`src/rtl/bcd_seg_scan_if.sv`:
```
// rtl/bcd_seg_scan_if.sv - data/display bundle for the two-digit BCD scanner
//
// Groups the value-capture inputs and the multiplexed display outputs.
//   bcd_data   [7:0]  packed BCD, [7:4] tens, [3:0] units
//   data_valid        capture strobe for bcd_data
//   blank_lz          1 = suppress a leading tens zero
//   seg        [6:0]  active-low segments {g,f,e,d,c,b,a}
//   an         [1:0]  active-low digit enables, an[0] units, an[1] tens
//   frame_done        one-cycle pulse in the last cycle of each frame
// master: the data source / display consumer. slave: the scanner.

interface bcd_seg_scan_if;
  logic [7:0] bcd_data;
  logic       data_valid;
  logic       blank_lz;
  logic [6:0] seg;
  logic [1:0] an;
  logic       frame_done;

  modport master (
    output bcd_data,
    output data_valid,
    output blank_lz,
    input  seg,
    input  an,
    input  frame_done
  );

  modport slave (
    input  bcd_data,
    input  data_valid,
    input  blank_lz,
    output seg,
    output an,
    output frame_done
  );
endinterface

```
`src/rtl/bcd_seg_scan.sv`:
```
// rtl/bcd_seg_scan.sv - two-digit multiplexed 7-segment BCD display scanner
//
// Scans a two-digit packed BCD value onto a common 7-segment display.
// Each digit owns SCAN_DIV clock cycles; the first BLANK_CYC cycles of every
// digit period keep both anodes off to avoid ghosting.
//   clk    : single clock, rising edge
//   rst_n  : asynchronous active-low reset
//   bus    : bcd_seg_scan_if.slave (bcd_data, data_valid, blank_lz in;
//            seg, an, frame_done out, all outputs registered)
// Supported settings: BLANK_CYC >= 1, SCAN_DIV >= BLANK_CYC + 2.

module bcd_seg_scan #(
  parameter int SCAN_DIV  = 50000,
  parameter int BLANK_CYC = 4
) (
  input  logic          clk,
  input  logic          rst_n,
  bcd_seg_scan_if.slave bus
);

  localparam int CW = (SCAN_DIV > 2) ? $clog2(SCAN_DIV) : 1;
  localparam logic [CW-1:0] CNT_LAST  = CW'(SCAN_DIV - 1);
  localparam logic [CW-1:0] CNT_BLANK = CW'(BLANK_CYC);

  localparam logic [6:0] SEG_OFF  = 7'h7F;
  localparam logic [1:0] AN_OFF   = 2'b11;
  localparam logic [1:0] AN_UNITS = 2'b10;
  localparam logic [1:0] AN_TENS  = 2'b01;

  typedef enum logic {
    DIG0 = 1'b0,
    DIG1 = 1'b1
  } dig_t;

  // Current state
  dig_t          state;
  logic [CW-1:0] cnt;
  logic          started;
  logic [7:0]    shadow;
  logic [7:0]    disp;

  // Registered outputs
  logic [6:0]    seg_q;
  logic [1:0]    an_q;
  logic          fd_q;

  // Next-state values
  dig_t          nxt_state;
  logic [CW-1:0] nxt_cnt;
  logic [7:0]    nxt_disp;
  logic [6:0]    nxt_seg;
  logic [1:0]    nxt_an;
  logic          nxt_fd;
  logic          wrap;
  logic          boundary;
  logic          tens_blank;

  function automatic logic [6:0] seg_decode(input logic [3:0] d);
    logic [6:0] s;
    case (d)
      4'd0:    s = 7'h40;
      4'd1:    s = 7'h79;
      4'd2:    s = 7'h24;
      4'd3:    s = 7'h30;
      4'd4:    s = 7'h19;
      4'd5:    s = 7'h12;
      4'd6:    s = 7'h02;
      4'd7:    s = 7'h78;
      4'd8:    s = 7'h00;
      4'd9:    s = 7'h10;
      default: s = 7'h3F;   // non-BCD nibble shows a dash
    endcase
    return s;
  endfunction

  // Outputs are computed from the next-state values so that the registered
  // seg/an/frame_done line up exactly with the state they describe. The
  // first edge after reset release only arms the scanner (started), so the
  // first visible digit period begins with prescaler 0 in that cycle.
  always_comb begin
    wrap     = started && (cnt == CNT_LAST);
    boundary = wrap && (state == DIG1);

    nxt_cnt   = cnt;
    nxt_state = state;
    if (started) begin
      nxt_cnt = wrap ? '0 : cnt + 1'b1;
    end
    if (wrap) begin
      nxt_state = (state == DIG0) ? DIG1 : DIG0;
    end

    // A strobe landing on the boundary cycle wins over the shadow copy,
    // so the new value shows in the very next frame.
    nxt_disp = disp;
    if (boundary) begin
      nxt_disp = bus.data_valid ? bus.bcd_data : shadow;
    end

    tens_blank = bus.blank_lz && (nxt_disp[7:4] == 4'd0);

    nxt_an  = AN_OFF;
    nxt_seg = SEG_OFF;
    if (nxt_cnt >= CNT_BLANK) begin
      if (nxt_state == DIG0) begin
        nxt_an  = AN_UNITS;
        nxt_seg = seg_decode(nxt_disp[3:0]);
      end else if (!tens_blank) begin
        nxt_an  = AN_TENS;
        nxt_seg = seg_decode(nxt_disp[7:4]);
      end
    end

    nxt_fd = (nxt_state == DIG1) && (nxt_cnt == CNT_LAST);
  end

  always_ff @(posedge clk or negedge rst_n) begin
    if (!rst_n) begin
      state   <= DIG0;
      cnt     <= '0;
      started <= 1'b0;
      shadow  <= 8'h00;
      disp    <= 8'h00;
      seg_q   <= SEG_OFF;
      an_q    <= AN_OFF;
      fd_q    <= 1'b0;
    end else begin
      started <= 1'b1;
      state   <= nxt_state;
      cnt     <= nxt_cnt;
      disp    <= nxt_disp;
      if (bus.data_valid) begin
        shadow <= bus.bcd_data;
      end
      seg_q   <= nxt_seg;
      an_q    <= nxt_an;
      fd_q    <= nxt_fd;
    end
  end

  assign bus.seg        = seg_q;
  assign bus.an         = an_q;
  assign bus.frame_done = fd_q;

endmodule

```
`src/flat_wrapper.sv`:
```
// flat-port wrapper written by rule: the top's interface ports become plain ports
module bcd_seg_scan_flat 
#(
  parameter int SCAN_DIV  = 50000,
  parameter int BLANK_CYC = 4
)
  (clk, rst_n, bus_bcd_data, bus_data_valid, bus_blank_lz, bus_seg, bus_an, bus_frame_done);
  bcd_seg_scan_if bus_i ();
  input  logic clk;
  input  logic rst_n;
  input wire logic [$bits(bus_i.bcd_data)-1:0] bus_bcd_data;
  input wire logic [$bits(bus_i.data_valid)-1:0] bus_data_valid;
  input wire logic [$bits(bus_i.blank_lz)-1:0] bus_blank_lz;
  output wire logic [$bits(bus_i.seg)-1:0] bus_seg;
  output wire logic [$bits(bus_i.an)-1:0] bus_an;
  output wire logic [$bits(bus_i.frame_done)-1:0] bus_frame_done;
  assign bus_i.bcd_data = bus_bcd_data;
  assign bus_i.data_valid = bus_data_valid;
  assign bus_i.blank_lz = bus_blank_lz;
  assign bus_seg = bus_i.seg;
  assign bus_an = bus_i.an;
  assign bus_frame_done = bus_i.frame_done;
  bcd_seg_scan #(.SCAN_DIV(SCAN_DIV), .BLANK_CYC(BLANK_CYC)) u_core (.clk(clk), .rst_n(rst_n), .bus(bus_i));
endmodule
```
`config.mk`:
```
export PLATFORM = sky130hd
export DESIGN_NAME = bcd_seg_scan_flat
export DESIGN_NICKNAME = d
export VERILOG_FILES = /design/src/rtl/bcd_seg_scan_if.sv /design/src/rtl/bcd_seg_scan.sv /design/src/flat_wrapper.sv
export SDC_FILE = /design/constraint.sdc
export NUM_CORES = 1
export LEC_CHECK = 0
export BUFFER_PORTS_ARGS = -buffer_cell sky130_fd_sc_hd__buf_2
export CAP_MARGIN = 20
export CORE_MARGIN = 2
export CORE_UTILIZATION = 30
export CTS_BUF_LIST = sky130_fd_sc_hd__clkbuf_4 sky130_fd_sc_hd__clkbuf_8
export CTS_CLUSTER_DIAMETER = 200
export DETAILED_ROUTE_END_ITERATION = 7
export GPL_ROUTABILITY_DRIVEN = 0
export PLACE_DENSITY_LB_ADDON = 0.05
export SLEW_MARGIN = 5
export SYNTH_ARGS = -nofsm -noshare
export SYNTH_HDL_FRONTEND = slang
export SYNTH_SLANG_ARGS = --single-unit
```
`constraint.sdc`:
```
create_clock -name clk -period 5.3 [get_ports clk]
set_clock_uncertainty 0.2 [all_clocks]
set_input_delay 0.265 -clock clk [delete_from_list [all_inputs] [get_ports clk]]
set_output_delay 0.265 -clock clk [all_outputs]
set_load 0.01 [all_outputs]
```
==> results.py <==
metrics = {
    "route": {
        "mean_number_of_vias_per_cell": 4.75,
        "first_pass_iters": 5,
        "routed-via-count": 1726,
        "drtAntennaViolNets": 0,
        "routed_wl_um": 5410,
        "detail_route.wl_per_cell_um": 14.9,
        "drt_iter0_markers": 56,
        "drc": 0,
    },
    "pwr": {
        "sequentialPowerShare": 0.524,
        "cellLeakagePower_nw": 1.25,
        "sw_frac_of_total": 0.332,
        "total_switching_power_uw": 270,
        "final_total_pwr_uw": 813,
        "power.ir.vdd_worst_uv": 121,
        "power.share.clock": 0.272,
        "pwr_density_cell_nw_per_um2": 293,
        "p_comb_frac": 0.204,
        "cellInternalPower_uw": 544,
    },
    "clock_network": {
        "clock_tree.buffer_depth": 2,
        "numClockSinks": 44,
        "tritoncts.num_buffers": 5,
        "cts_setup_buffers": 0,
        "worst_setup_hold_path_clk_slew_ns": 0.10,
        "clock_latency_ns": 0.30,
        "clockRootBuffer": "sky130_fd_sc_hd__clkbuf_8",
        "cts.repair.resized": 0,
        "htree_levels": 2,
        "cts_tree": "yes",
        "cts_hold_buf": 2,
    },
    "worst_setup_path": {
        "critPathMostFrequentCell": "sky130_fd_sc_hd__o21ai_0",
        "register_to_register_setup_slack_ns": 1.34,
        "crit_slowest_cell": "sky130_fd_sc_hd__mux2i_1",
        "timing.critical_path.slowest_cell_delay_ns": 0.60,
        "critical_path_peak_fanout": 13,
        "cpLargestDelayFamily": "simple AND/OR/NAND/NOR gates",
        "critical_path.endpoint_type": "flip-flop",
        "worst-endpoint-arrival_ns": 3.97,
        "worstSetupPathType": "reg2reg",
        "critical_path.n_buffers_inverters": 2,
        "timing.critical_path.from_type": "flip-flop",
        "timing.critical_path.required_ns": 5.31,
        "cp_cell_sequence": "or4b_1 > nor4_4 > buf_4 > ha_1 > mux2i_1 > inv_1 > nor3_1 > o21ai_0 > o22ai_1 > o21ai_0",
    },
    "logic_synthesis": {
        "postSynth.topFlopCell": "sky130_fd_sc_hd__dfrtp_1",
        "synthesis.nets": 263,
        "avgSynthCellArea_um2": 10.2,
        "synth_edf_count": 0,
        "synth_cells": 239,
        "synthArstFlopShare": 1.00,
        "synthesis.yosys.warnings": 0,
        "post_synth_instance_area_um2": 2450,
        "sequential_share_of_the_synthesized_area": 0.455,
        "ys_ff_latch": 44,
        "synth.lib_cells_used.distinct": 45,
    },
    "min_path": {
        "hold_path_class": "in2reg",
    },
    "floorplan": {
        "initial_utilization": 0.313,
        "die_y_um": 94.3,
        "fp-row-count": 32,
        "die_area_um2": 8890,
        "ios": 22,
        "die_width_um": 94.3,
        "coreArea_um2": 7810,
    },
    "timing": {
        "setup_violations": 0,
        "period_minus_slack_ns": 3.96,
        "tightestPinTransition_ns": 0.970,
        "finalCritPeriodShare": 0.747,
        "maxSlewHeadroom": 0.353,
        "maxClockFrequency_mhz": 252,
        "unrepaired_setup_endpoints_after_global_routing": "no",
        "slew_viols_final": 0,
        "hold_viol_final": 0,
        "final.setup.tns_ns": 0,
    },
    "place": {
        "hpwl_um": 3730,
        "dp_cells": 351,
        "port-buffer-count": 21,
    },
    "global_routing": {
        "first_global_vias": 1714,
        "globalRoute.totalOverflow": 0,
        "wire_length_of_the_first_global_routing_pass_um": 9230,
        "grt.total_usage": 0.135,
        "grt_antenna_before_repair": 0,
        "largest_net_degree_at_the_start_of_global_routing": 45,
    },
    "cells_and_area": {
        "drive_gt1_frac": 0.211,
        "finish.cell_count_without_fillers": 363,
        "final_cell_mix": "35 x sky130_fd_sc_hd__dfrtp_1, 21 x sky130_fd_sc_hd__buf_2, 18 x sky130_fd_sc_hd__nor2_1",
        "layout_commonest_cell": "sky130_fd_sc_hd__dfrtp_1",
        "antenna-diode-count": 0,
        "fillers": 827,
        "syn_to_final_growth_pct": 13.4,
        "final_net_count": 284,
    },
    "outcome": {
        "run_status": "finished, final reports clean",
    },
    "flow_run": {
        "cap_viol_max_count": 0,
    },
}
-- final timing paths --
kind	from	endpoint	cells past startpoint
min in group asynchronous	rst_n	u_core.cnt[7]	2
max in group asynchronous	rst_n	u_core.bus.seg[1]	3
setup reg to reg	u_core.cnt[7]	u_core.bus.seg[5]	10
setup / recovery	u_core.cnt[7]	u_core.bus.seg[5]	10
hold / removal	bus_bcd_data[0]	u_core.shadow[0]	2
hold reg to reg	u_core.shadow[4]	u_core.shadow[4]	1
-- power by group through the flow --
stage	Clock [mW]	Combinational (mW)	Sequential [mW]
floorplan	0	0.121	0.424
global placement	0	0.164	0.436
detailed placement	0	0.164	0.433
CTS	0.235	0.167	0.427
global route	0.252	0.186	0.435
finish	0.221	0.166	0.427
-- layout make-up --
class / instances / area, um2 / area share
Multi-Input combinational cell: 169 / 1220 / 0.442
Sequential cell: 44 / 1110 / 0.401
Timing Repair Buffer: 26 / 163 / 0.0587
Tap cell: 102 / 128 / 0.0460
Clock buffer: 5 / 68.8 / 0.0248
Inverter: 14 / 52.6 / 0.0190
Clock inverter: 3 / 23.8 / 0.00857
-- state kept, by name (all words and copies together), names as in the netlist --
register,flops
u_core.disp,8
u_core.shadow,8
u_core.bus.frame_done,1
u_core.started,1
u_core.cnt,16
u_core.bus.seg,7
u_core.state,1
u_core.bus.an,2
-- per-stage QoR --
step           hold slack [ns]  setup slack, ns   util  area, um2
6_report               0.00796             1.34  0.355       2770
5_1_grt                0.00311            0.975  0.355       2770
3_3_place_gp             0.283             1.33  0.337       2630
4_1_cts                0.00427             1.34  0.351       2740
2_1_floorplan           -0.231             1.62      -       2450
3_5_place_dp             0.287             1.37  0.337       2630
-- Yosys cell counts, types with 2 or more instances --
master                     count  share of area
sky130_fd_sc_hd__dfrtp_1      35           0.36
sky130_fd_sc_hd__nor2_1       18          0.028
sky130_fd_sc_hd__inv_1        13          0.020
sky130_fd_sc_hd__o21ai_0      13          0.027
sky130_fd_sc_hd__a21oi_1      12          0.025
sky130_fd_sc_hd__ha_1         12          0.061
sky130_fd_sc_hd__nand2_1      12          0.018
sky130_fd_sc_hd__xnor2_1      12          0.043
sky130_fd_sc_hd__mux2i_1      11          0.045
sky130_fd_sc_hd__dfstp_2       9          0.097
sky130_fd_sc_hd__mux2_2        9          0.041
sky130_fd_sc_hd__nand3_1       9          0.018
sky130_fd_sc_hd__clkbuf_1      7          0.011
sky130_fd_sc_hd__o22ai_1       7          0.018
sky130_fd_sc_hd__nor3_1        6          0.012
sky130_fd_sc_hd__xor2_1        6          0.021
sky130_fd_sc_hd__and3_1        4          0.010
sky130_fd_sc_hd__a31oi_1       3         0.0077
sky130_fd_sc_hd__nand4_1       3         0.0077
sky130_fd_sc_hd__nor4_1        3         0.0077
sky130_fd_sc_hd__a211oi_1      2         0.0061
sky130_fd_sc_hd__and2_1        2         0.0051
sky130_fd_sc_hd__buf_2         2         0.0041
sky130_fd_sc_hd__nand2b_1      2         0.0051
sky130_fd_sc_hd__nand3b_1      2         0.0061
sky130_fd_sc_hd__nor4_4        2          0.017
sky130_fd_sc_hd__o21bai_1      2         0.0061
sky130_fd_sc_hd__o31ai_1       2         0.0061
sky130_fd_sc_hd__or3_1         2         0.0051
sky130_fd_sc_hd__or4b_1        2         0.0082
-- metal layers --
layer / GRT usage / vias to the layer above / part of all wire
li1: - / 878 / -
met1: 0.220 / 810 / 0.57
met2: 0.174 / 32 / 0.38
met3: 0.0313 / 6 / 0.037
met4: 0.0362 / 0 / 0.012
met5: 0 / - / 0
-- logic make-up (layout without fill, tap and decap cells) --
family,count (synthesis),count (layout),share of synthesized area
other,1,1,0.00153
multiplexers,20,20,0.0864
XOR/XNOR,18,18,0.0644
flip-flops,44,44,0.455
AND/OR/NAND/NOR,72,72,0.174
adder cells (fa/ha/maj),12,12,0.0614
AO/OA/AOI/OAI,46,46,0.113
buffers and inverters,26,48,0.0445
-- worst reg2reg max path, stage by stage (launching register included) --
cell and delay [ns]:
sky130_fd_sc_hd__dfrtp_1 0.44, sky130_fd_sc_hd__or4b_1 0.59, sky130_fd_sc_hd__nor4_4 0.22, sky130_fd_sc_hd__buf_4 0.23, sky130_fd_sc_hd__ha_1 0.49, sky130_fd_sc_hd__mux2i_1 0.60, sky130_fd_sc_hd__inv_1 0.26, sky130_fd_sc_hd__nor3_1 0.21
sky130_fd_sc_hd__o21ai_0 0.25, sky130_fd_sc_hd__o22ai_1 0.26, sky130_fd_sc_hd__o21ai_0 0.13
Note: power is estimated with default switching activity, not from simulation.
